`config.mk`:
```
export PLATFORM = sky130hd
export DESIGN_NAME = eth_csr_avmm_master
export DESIGN_NICKNAME = d
export VERILOG_FILES = /design/src/rtl/eth_csr_pkg.sv /design/src/rtl/eth_csr_avmm_master.sv
export SDC_FILE = /design/constraint.sdc
export NUM_CORES = 1
export LEC_CHECK = 0
export CAP_MARGIN = 20
export CORE_UTILIZATION = 35
export CTS_CLUSTER_SIZE = 14
export DETAILED_ROUTE_END_ITERATION = 16
export GPL_TIMING_DRIVEN = 0
export PLACE_DENSITY = 0.72
export REMOVE_ABC_BUFFERS = 1
export SLEW_MARGIN = 20
export SYNTH_ARGS = -nofsm -noshare
export SYNTH_HDL_FRONTEND = slang
export SYNTH_SLANG_ARGS = --single-unit
export TNS_END_PERCENT = 10
```
`constraint.sdc`:
```
create_clock -name clk -period 3.36 [get_ports clk]
set_clock_uncertainty 0.1 [all_clocks]
set_input_delay 0.504 -clock clk [delete_from_list [all_inputs] [get_ports clk]]
set_output_delay 0.504 -clock clk [all_outputs]
set_load 0.1 [all_outputs]
```
`src/rtl/eth_csr_pkg.sv`:
```
// Shared definitions for the Ethernet CSR mailbox
// control word (MMIO side and Avalon master side).
package eth_csr_pkg;

  typedef enum logic [1:0] {
    ST_IDLE,
    ST_WR,
    ST_RD_REQ,
    ST_RD_WAIT
  } t_eth_csr_state;

  localparam int ETH_CMD_WR_BIT = 16;
  localparam int ETH_CMD_RD_BIT = 17;
  localparam int ETH_CSR_ADDR_W = 16;

endpackage

```
`src/rtl/eth_csr_avmm_master.sv`:
```
// Executes mailbox control-word commands as single
// Avalon-MM transactions with a bounded timeout.
module eth_csr_avmm_master
  import eth_csr_pkg::*;
#(
  parameter int          ADDR_W           = ETH_CSR_ADDR_W,
  parameter int          TIMEOUT_CYCLES   = 1023,
  parameter logic [31:0] TIMEOUT_RD_VALUE = 32'hDEAD_BEEF
) (
  input  logic              clk,
  input  logic              pck_cp2af_softReset_T1,
  input  logic [31:0]       eth_ctrl_addr,
  input  logic [31:0]       eth_wr_data,
  output logic [31:0]       eth_rd_data,
  output logic              busy,
  output logic              err_timeout,
  output logic              err_drop,
  output logic [ADDR_W-1:0] avm_address,
  output logic              avm_read,
  output logic              avm_write,
  output logic [31:0]       avm_writedata,
  input  logic              avm_waitrequest,
  input  logic [31:0]       avm_readdata,
  input  logic              avm_readdatavalid
);

  localparam int CNT_W = $clog2(TIMEOUT_CYCLES + 1);
  localparam logic [CNT_W-1:0] CNT_MAX =
    CNT_W'(TIMEOUT_CYCLES);

  t_eth_csr_state state_q, state_d;

  logic [CNT_W-1:0]  cnt_q, cnt_d, cnt_inc;
  logic [ADDR_W-1:0] addr_q, addr_d;
  logic [31:0]       wdata_q, wdata_d;
  logic [31:0]       rd_data_q, rd_data_d;
  logic              err_to_q, err_to_d;
  logic              err_drop_q, err_drop_d;
  logic              rd_q, rd_d;
  logic              wr_q, wr_d;
  logic              busy_q, busy_d;

  logic wr_stb, rd_stb;
  logic cmd_wr, cmd_rd, cmd_both;
  logic cnt_hit;

  // Upper control-word bits carry no meaning here.
  logic unused_ctrl;
  assign unused_ctrl = ^eth_ctrl_addr[31:18];

  assign wr_stb   = eth_ctrl_addr[ETH_CMD_WR_BIT];
  assign rd_stb   = eth_ctrl_addr[ETH_CMD_RD_BIT];
  assign cmd_both = wr_stb & rd_stb;
  assign cmd_wr   = wr_stb & ~rd_stb;
  assign cmd_rd   = rd_stb & ~wr_stb;

  assign cnt_inc = cnt_q + CNT_W'(1);
  assign cnt_hit = (cnt_inc == CNT_MAX);

  // Next-state, timeout and registered-output logic.
  always_comb begin
    state_d    = state_q;
    cnt_d      = cnt_q;
    addr_d     = addr_q;
    wdata_d    = wdata_q;
    rd_data_d  = rd_data_q;
    err_to_d   = err_to_q;
    err_drop_d = err_drop_q;

    if (state_q != ST_IDLE && (wr_stb || rd_stb))
      err_drop_d = 1'b1;

    unique case (state_q)
      ST_IDLE: begin
        unique case (1'b1)
          cmd_both: err_drop_d = 1'b1;
          cmd_wr: begin
            addr_d     = eth_ctrl_addr[ADDR_W-1:0];
            wdata_d    = eth_wr_data;
            err_to_d   = 1'b0;
            err_drop_d = 1'b0;
            cnt_d      = '0;
            state_d    = ST_WR;
          end
          cmd_rd: begin
            addr_d     = eth_ctrl_addr[ADDR_W-1:0];
            err_to_d   = 1'b0;
            err_drop_d = 1'b0;
            cnt_d      = '0;
            state_d    = ST_RD_REQ;
          end
          default: ;
        endcase
      end
      ST_WR: begin
        if (!avm_waitrequest) begin
          state_d = ST_IDLE;
        end else if (cnt_hit) begin
          err_to_d = 1'b1;
          state_d  = ST_IDLE;
        end else begin
          cnt_d = cnt_inc;
        end
      end
      ST_RD_REQ: begin
        if (!avm_waitrequest) begin
          if (avm_readdatavalid) begin
            rd_data_d = avm_readdata;
            state_d   = ST_IDLE;
          end else begin
            cnt_d   = '0;
            state_d = ST_RD_WAIT;
          end
        end else if (cnt_hit) begin
          err_to_d  = 1'b1;
          rd_data_d = TIMEOUT_RD_VALUE;
          state_d   = ST_IDLE;
        end else begin
          cnt_d = cnt_inc;
        end
      end
      ST_RD_WAIT: begin
        if (avm_readdatavalid) begin
          rd_data_d = avm_readdata;
          state_d   = ST_IDLE;
        end else if (cnt_hit) begin
          err_to_d  = 1'b1;
          rd_data_d = TIMEOUT_RD_VALUE;
          state_d   = ST_IDLE;
        end else begin
          cnt_d = cnt_inc;
        end
      end
      default: state_d = ST_IDLE;
    endcase

    rd_d   = (state_d == ST_RD_REQ);
    wr_d   = (state_d == ST_WR);
    busy_d = (state_d != ST_IDLE);
  end

  // State, counter and output registers.
  always_ff @(posedge clk or posedge pck_cp2af_softReset_T1) begin
    if (pck_cp2af_softReset_T1) begin
      state_q    <= ST_IDLE;
      cnt_q      <= '0;
      addr_q     <= '0;
      wdata_q    <= '0;
      rd_data_q  <= '0;
      err_to_q   <= 1'b0;
      err_drop_q <= 1'b0;
      rd_q       <= 1'b0;
      wr_q       <= 1'b0;
      busy_q     <= 1'b0;
    end else begin
      state_q    <= state_d;
      cnt_q      <= cnt_d;
      addr_q     <= addr_d;
      wdata_q    <= wdata_d;
      rd_data_q  <= rd_data_d;
      err_to_q   <= err_to_d;
      err_drop_q <= err_drop_d;
      rd_q       <= rd_d;
      wr_q       <= wr_d;
      busy_q     <= busy_d;
    end
  end

  assign eth_rd_data   = rd_data_q;
  assign busy          = busy_q;
  assign err_timeout   = err_to_q;
  assign err_drop      = err_drop_q;
  assign avm_address   = addr_q;
  assign avm_read      = rd_q;
  assign avm_write     = wr_q;
  assign avm_writedata = wdata_q;

endmodule
```
==> impl_metrics.ini, run 1 <==
[synth]
synth-xor-area-share = 0.00693
syn-cell-area_um2 = 4870
synth.area.mux_share = 0.131
seq_area_frac_synth = 0.498
yosys.area.top_type_share = 0.498
ys_types = 49
ys.flop_type = dfrtp_1
async_flop_share = 1.00
yosys.area_share.simple = 0.102
synth-edff-count = 0
ys_seq_elements = 97
syn_inst = 451
syn_avg_cell_area_um2 = 10.8
yosys_warnings = 0
yosys-top-cells-area = dfrtp_1 (50%), mux2_2 (11%), nor2_1 (4.8%)
synth_compound_area_frac = 0.177
synth_area_leader_cell = dfrtp_1
synth_adder_area_share = 0.0282
synth_top_family_by_area = compound AO/OA/AOI/OAI gates

[cts]
cts_buffers = 9
post_cts_buffers = 0
cts_tree = built
htree_levels = 3
cts.clk_slew.worst_paths_ns = 0.07
root_buffer = clkbuf_16
ctsHoldBuffers = 0
cts.sinks = 97
cts_resized = 1
clock_latency_ns = 0.35
cts_buffer_depth = 2

[route]
via_per_inst = 5.17
drtPass1Iterations = 4
wl_per_cell_um = 15.9
wl_um = 12500
drt_iter0_markers = 284
ant_nets = 0
drc = 0
dr_total_vias = 4067

[finish]
layout_commonest_cell = clkdlybuf4s50_1
drive_gt1_frac = 0.142
finalNetCount = 717
final_cell_mix = clkdlybuf4s50_1 (169), dfrtp_1 (97), nor2_1 (61), mux2_2 (48), inv_1 (33)
diodes = 0
final_util = 0.521
area_growth_pct = 43.2
nFillCells = 1172

[critical_path]
r2r-end = eth_rd_data[12]
required_ns = 3.51
crit_start = state_q[0]
worstPathCellList = inv_1 > ha_1 > nor2b_1 > o21a_1 > nor2_2 > buf_6 > a221oi_1
reg2reg_depth = 7
slowest_delay_ns = 0.74
cp-start-kind = flip-flop
reg2reg_slack_ns = 0.27
critical_path_class = flip-flop to flip-flop
endpoint = eth_rd_data[12]
cp_slowest_cell = nor2b_1
cp-end-kind = flip-flop
crit_fanout = 18
cp.arrival_ns = 3.24
rr_startpoint = state_q[0]

[floorplanning]
pin_count = 185
die_area_um2 = 14400
core_um2 = 13400
fp-row-count = 42
start_util = 0.364
die_w_um = 120
fp.dieH_um = 120

[placed_design]
dp_hpwl_um = 8840
globalplace.congestion = 0.822
port_buffers = 170

[run]
maxCapViolCount = 0

[sta]
hold_viol_final = 0
drv_slew = 0
min_period_ns = 3.09
tightest_slew_ns = 1.02
setup_violations = 0
fmax_mhz = 324
rsz0062_at_grt = no
fin_crit_sh = 0.919
slew_headroom = 0.321

[global_route]
grt_pass1_vias = 4009
antenna_found_initial = 0
overflow = 0
grt_first_pass_wirelength_um = 20000
grt_max_degree = 65
grt_util_all_layers = 0.176

[outcome]
status = complete, no violations

[worst_hold_path]
hold_path.class = flip-flop to flip-flop
routing by layer:
layer  GRT usage  routed length [µm]  up-vias
met5           0                   0        -
met4      0.0688                 263        0
met3      0.0504                 795       25
met2       0.298                6290      135
met1       0.210                5170     1978
li1            -                   -     1929
synth_stat cells (5+ instances only):
| cell type | number |
|---|---|
| nand2_1 | 14 |
| o21ai_0 | 24 |
| nand3_1 | 11 |
| nor2_1 | 62 |
| a221oi_1 | 8 |
| a2111oi_0 | 9 |
| a21oi_1 | 17 |
| mux2_2 | 48 |
| inv_1 | 34 |
| nand2b_1 | 5 |
| a221oi_2 | 9 |
| o22ai_1 | 6 |
| clkbuf_1 | 14 |
| mux2i_1 | 10 |
| dfrtp_1 | 97 |
| a211oi_1 | 8 |
| ha_1 | 11 |
critical path, delay by kind of cell (launching register included):
| kind | cells | cell delay (ns) |
|---|---|---|
| AOI/OAI and AO/OA | 2 | 0.59 |
| adders and majority gates | 1 | 0.58 |
| buffers and inverters | 2 | 0.36 |
| DFF | 1 | 0.42 |
| and+or+nand+nor | 2 | 0.93 |
state kept, by name (all words and copies together) (netlist names):
register and cells:
avm_writedata 32, err_timeout 1, state_q 2, avm_write 1, busy 1, cnt_q 10
err_drop 1, avm_address 16, avm_read 1, eth_rd_data 32
final cells by class:
cell class / instances / area, µm² / share of cell area
Clock buffer: 9 / 225 / 0.0323
Tap cell: 176 / 220 / 0.0316
Sequential cell: 97 / 2430 / 0.348
Clock inverter: 7 / 58.8 / 0.00843
Multi-Input combinational cell: 292 / 2180 / 0.312
Timing Repair Buffer: 172 / 1740 / 0.249
Inverter: 34 / 133 / 0.0190
cell families after synthesis:
logic type,count (synthesis)
multiplexers,58
flip-flops,97
XOR/XNOR,3
AO/OA/AOI/OAI,109
buffers and inverters,62
adder cells (fa/ha/maj),11
AND/OR/NAND/NOR,111
how the worst min path moves through the flow:
stage,from,end,cells after the start
finish,avm_writedata[2],avm_writedata[2],1
global route,cnt_q[8],cnt_q[8],1
CTS,avm_writedata[2],avm_writedata[2],1
detailed placement,eth_rd_data[14],eth_rd_data[14],1
global placement,cnt_q[9],cnt_q[9],1
floorplan,cnt_q[9],cnt_q[9],1
stage by stage:
| step | hold WS (ns) | setup TNS, ns | cell area [µm²] | std cells | setup slack (ns) |
|---|---|---|---|---|---|
| finish | 0.403 | 0 | 6980 | 787 | 0.273 |
| global route | 0.416 | 0 | 6980 | 787 | 0.0430 |
| CTS | 0.407 | 0 | 6980 | 787 | 0.309 |
| detailed placement | 0.386 | -2.54 | 6700 | 771 | -0.424 |
| global placement | 0.371 | -138.34 | 6650 | 769 | -1.27 |
| floorplan | 0.348 | 0 | 4730 | 423 | 0.222 |
Power of run 1 is left out: the tool's default activity adds up to more than one toggle a clock period on the data nets, which glitch-free logic cannot reach.
==> run 2, diff against run 1 <==
==> constraint.sdc (replaced) <==
create_clock -name clk -period 4 [get_ports clk]
set_clock_uncertainty 0.1 [all_clocks]
set_input_delay 0.6 -clock clk [delete_from_list [all_inputs] [get_ports clk]]
set_output_delay 0.6 -clock clk [all_outputs]
set_load 0.1 [all_outputs]
==> results of run 2 <==
Same layout as run 1 (identical final DEF). Status: complete, no violations.
Among the figures that moved: setup slack after placement -0.424 ns -> 0.120 ns; number of gates resized after CTS 1 -> 0; setup slack after layout 0.273 ns -> 0.875 ns; start point of the critical path state_q[0] -> avm_waitrequest; register-to-register setup slack 0.27 ns -> 0.91 ns
Power of run 2 is left out for the same reason.
==> run 3, diff against run 2 <==
==> constraint.sdc (replaced) <==
create_clock -name clk -period 2.9 [get_ports clk]
set_clock_uncertainty 0.1 [all_clocks]
set_input_delay 0.435 -clock clk [delete_from_list [all_inputs] [get_ports clk]]
set_output_delay 0.435 -clock clk [all_outputs]
set_load 0.1 [all_outputs]
==> run 3 against run 2 <==
  * Clock-buffer cell count is the same
  * Global-route usage about the same
  * Cell area grew 0.22%
  * Wire length about the same
  * Worst setup slack lost 0.69 ns
  * First-iteration DRC count shrank 15%
  * Sequential cell count did not move
  * Highest routed layer unchanged
==> impl_metrics.ini, run 3 (synthesized netlist as in run 1, its figures left out) <==
[global_route]
grt_max_degree = 65
use_met2 = 0.300
met3_usage = 0.0504
grt_pass1_vias = 4011
busiest_layer = met2
grt_first_pass_wirelength_um = 20000
overflow = 0
antenna_found_initial = 0
grtUsageMet1 = 0.209
grt_util_all_layers = 0.176

[sta]
slew_headroom = 0.321
fmax_mhz = 368
fin_setup_tns_ns = 0
rsz0062_at_grt = no
min_period_ns = 2.72
tightest_slew_ns = 1.02
drv_slew = 0
fin_crit_sh = 0.937
hold_viol_final = 0
setup_violations = 0

[finish]
layout_commonest_cell = clkdlybuf4s50_1
fin_cells = 787
final_util = 0.522
finalNetCount = 717
final_cell_mix = clkdlybuf4s50_1 (169), dfrtp_1 (97), nor2_1 (61), mux2_2 (48), inv_1 (33)
nFillCells = 1172
area_growth_pct = 43.5
diodes = 0
drive_gt1_frac = 0.151

[placed_design]
placed_cells = 771
dp_hpwl_um = 8840
port_buffers = 170
globalplace.congestion = 0.822

[critical_path]
critical_path_class = flip-flop to flip-flop
cp-start-kind = flip-flop
crit_fanout = 28
required_ns = 3.04
cp-end-kind = flip-flop
cp.arrival_ns = 2.86

[floorplanning]
start_util = 0.364
pin_count = 185
die_w_um = 120
fp.dieH_um = 120
core_um2 = 13400
die_area_um2 = 14400
fp-row-count = 42

[route]
drc = 0
drt_iter0_markers = 240
wl_um = 12500
ant_nets = 0
wl_per_cell_um = 15.9
via_per_inst = 5.17
drtPass1Iterations = 4
dr_total_vias = 4070

[cts]
root_buffer = clkbuf_16
cts.sinks = 97
cts.clk_slew.worst_paths_ns = 0.07
htree_levels = 3
cts_buffer_depth = 2
clock_latency_ns = 0.35
cts_tree = built
cts_buffers = 9
post_cts_buffers = 0

[outcome]
status = complete, no violations

[run]
maxCapViolCount = 0

[worst_hold_path]
hold_path.class = primary input to asynchronous set/reset pin
run 3: cell counts in the layout (fill, tap and decap cells not counted):
No cell type changed its count.
run 3: cell type report:
| type | instances | area [µm²] | area share |
|---|---|---|---|
| multi-input cells | 292 | 2190 | 0.314 |
| inverters | 34 | 133 | 0.0190 |
| clock buffers | 9 | 225 | 0.0322 |
| repair buffers | 172 | 1740 | 0.248 |
| clock inverters | 7 | 58.8 | 0.00841 |
| well taps | 176 | 220 | 0.0315 |
| flip-flops and latches | 97 | 2430 | 0.347 |
run 3: critical path, stage by stage (launching register included):
cell and delay (ns):
dfrtp_1 0.43, ha_2 0.37, and2_2 0.35, a21o_1 0.20, o21bai_1 0.33, nor2_1 0.39
nand2_1 0.18, o41ai_1 0.26
run 3: repair_timing:
item / in CTS / in global routing
resized for setup: 3 / 4
setup endpoints to repair: 22 / 17
hold buffers: 0 / 0
run 3: path summary, 6_finish.rpt:
path | depth (start not counted) | startpoint | slack [ns] | endpoint
min | 2 | pck_cp2af_softReset_T1 | 0.34 | eth_rd_data[1]
max | 7 | state_q[0] | 0.18 | cnt_q[5]
min in group clk | 1 | avm_writedata[2] | 0.40 | avm_writedata[2]
max reg2reg | 7 | state_q[0] | 0.18 | cnt_q[5]
min reg2reg | 1 | avm_writedata[2] | 0.40 | avm_writedata[2]
max in group asynchronous | 3 | pck_cp2af_softReset_T1 | 1.74 | avm_writedata[12]
run 3: through the flow:
step	worst slack, ns	hold slack [ns]	cell area, µm²
floorplan	-0.169	0.348	4730
global placement	-1.66	0.371	6650
detailed placement	-0.815	0.386	6700
CTS	-0.0133	0.360	6990
global route	0.0160	0.367	6990
finish	0.184	0.345	6990
run 3: per-layer routing:
metal	share of wire	vias up	routed length, µm
met5	0	-	0
met4	0.019	0	239
met3	0.061	24	764
met2	0.51	136	6350
met1	0.41	1981	5180
li1	-	1929	-
Power of run 3 is left out for the same reason.
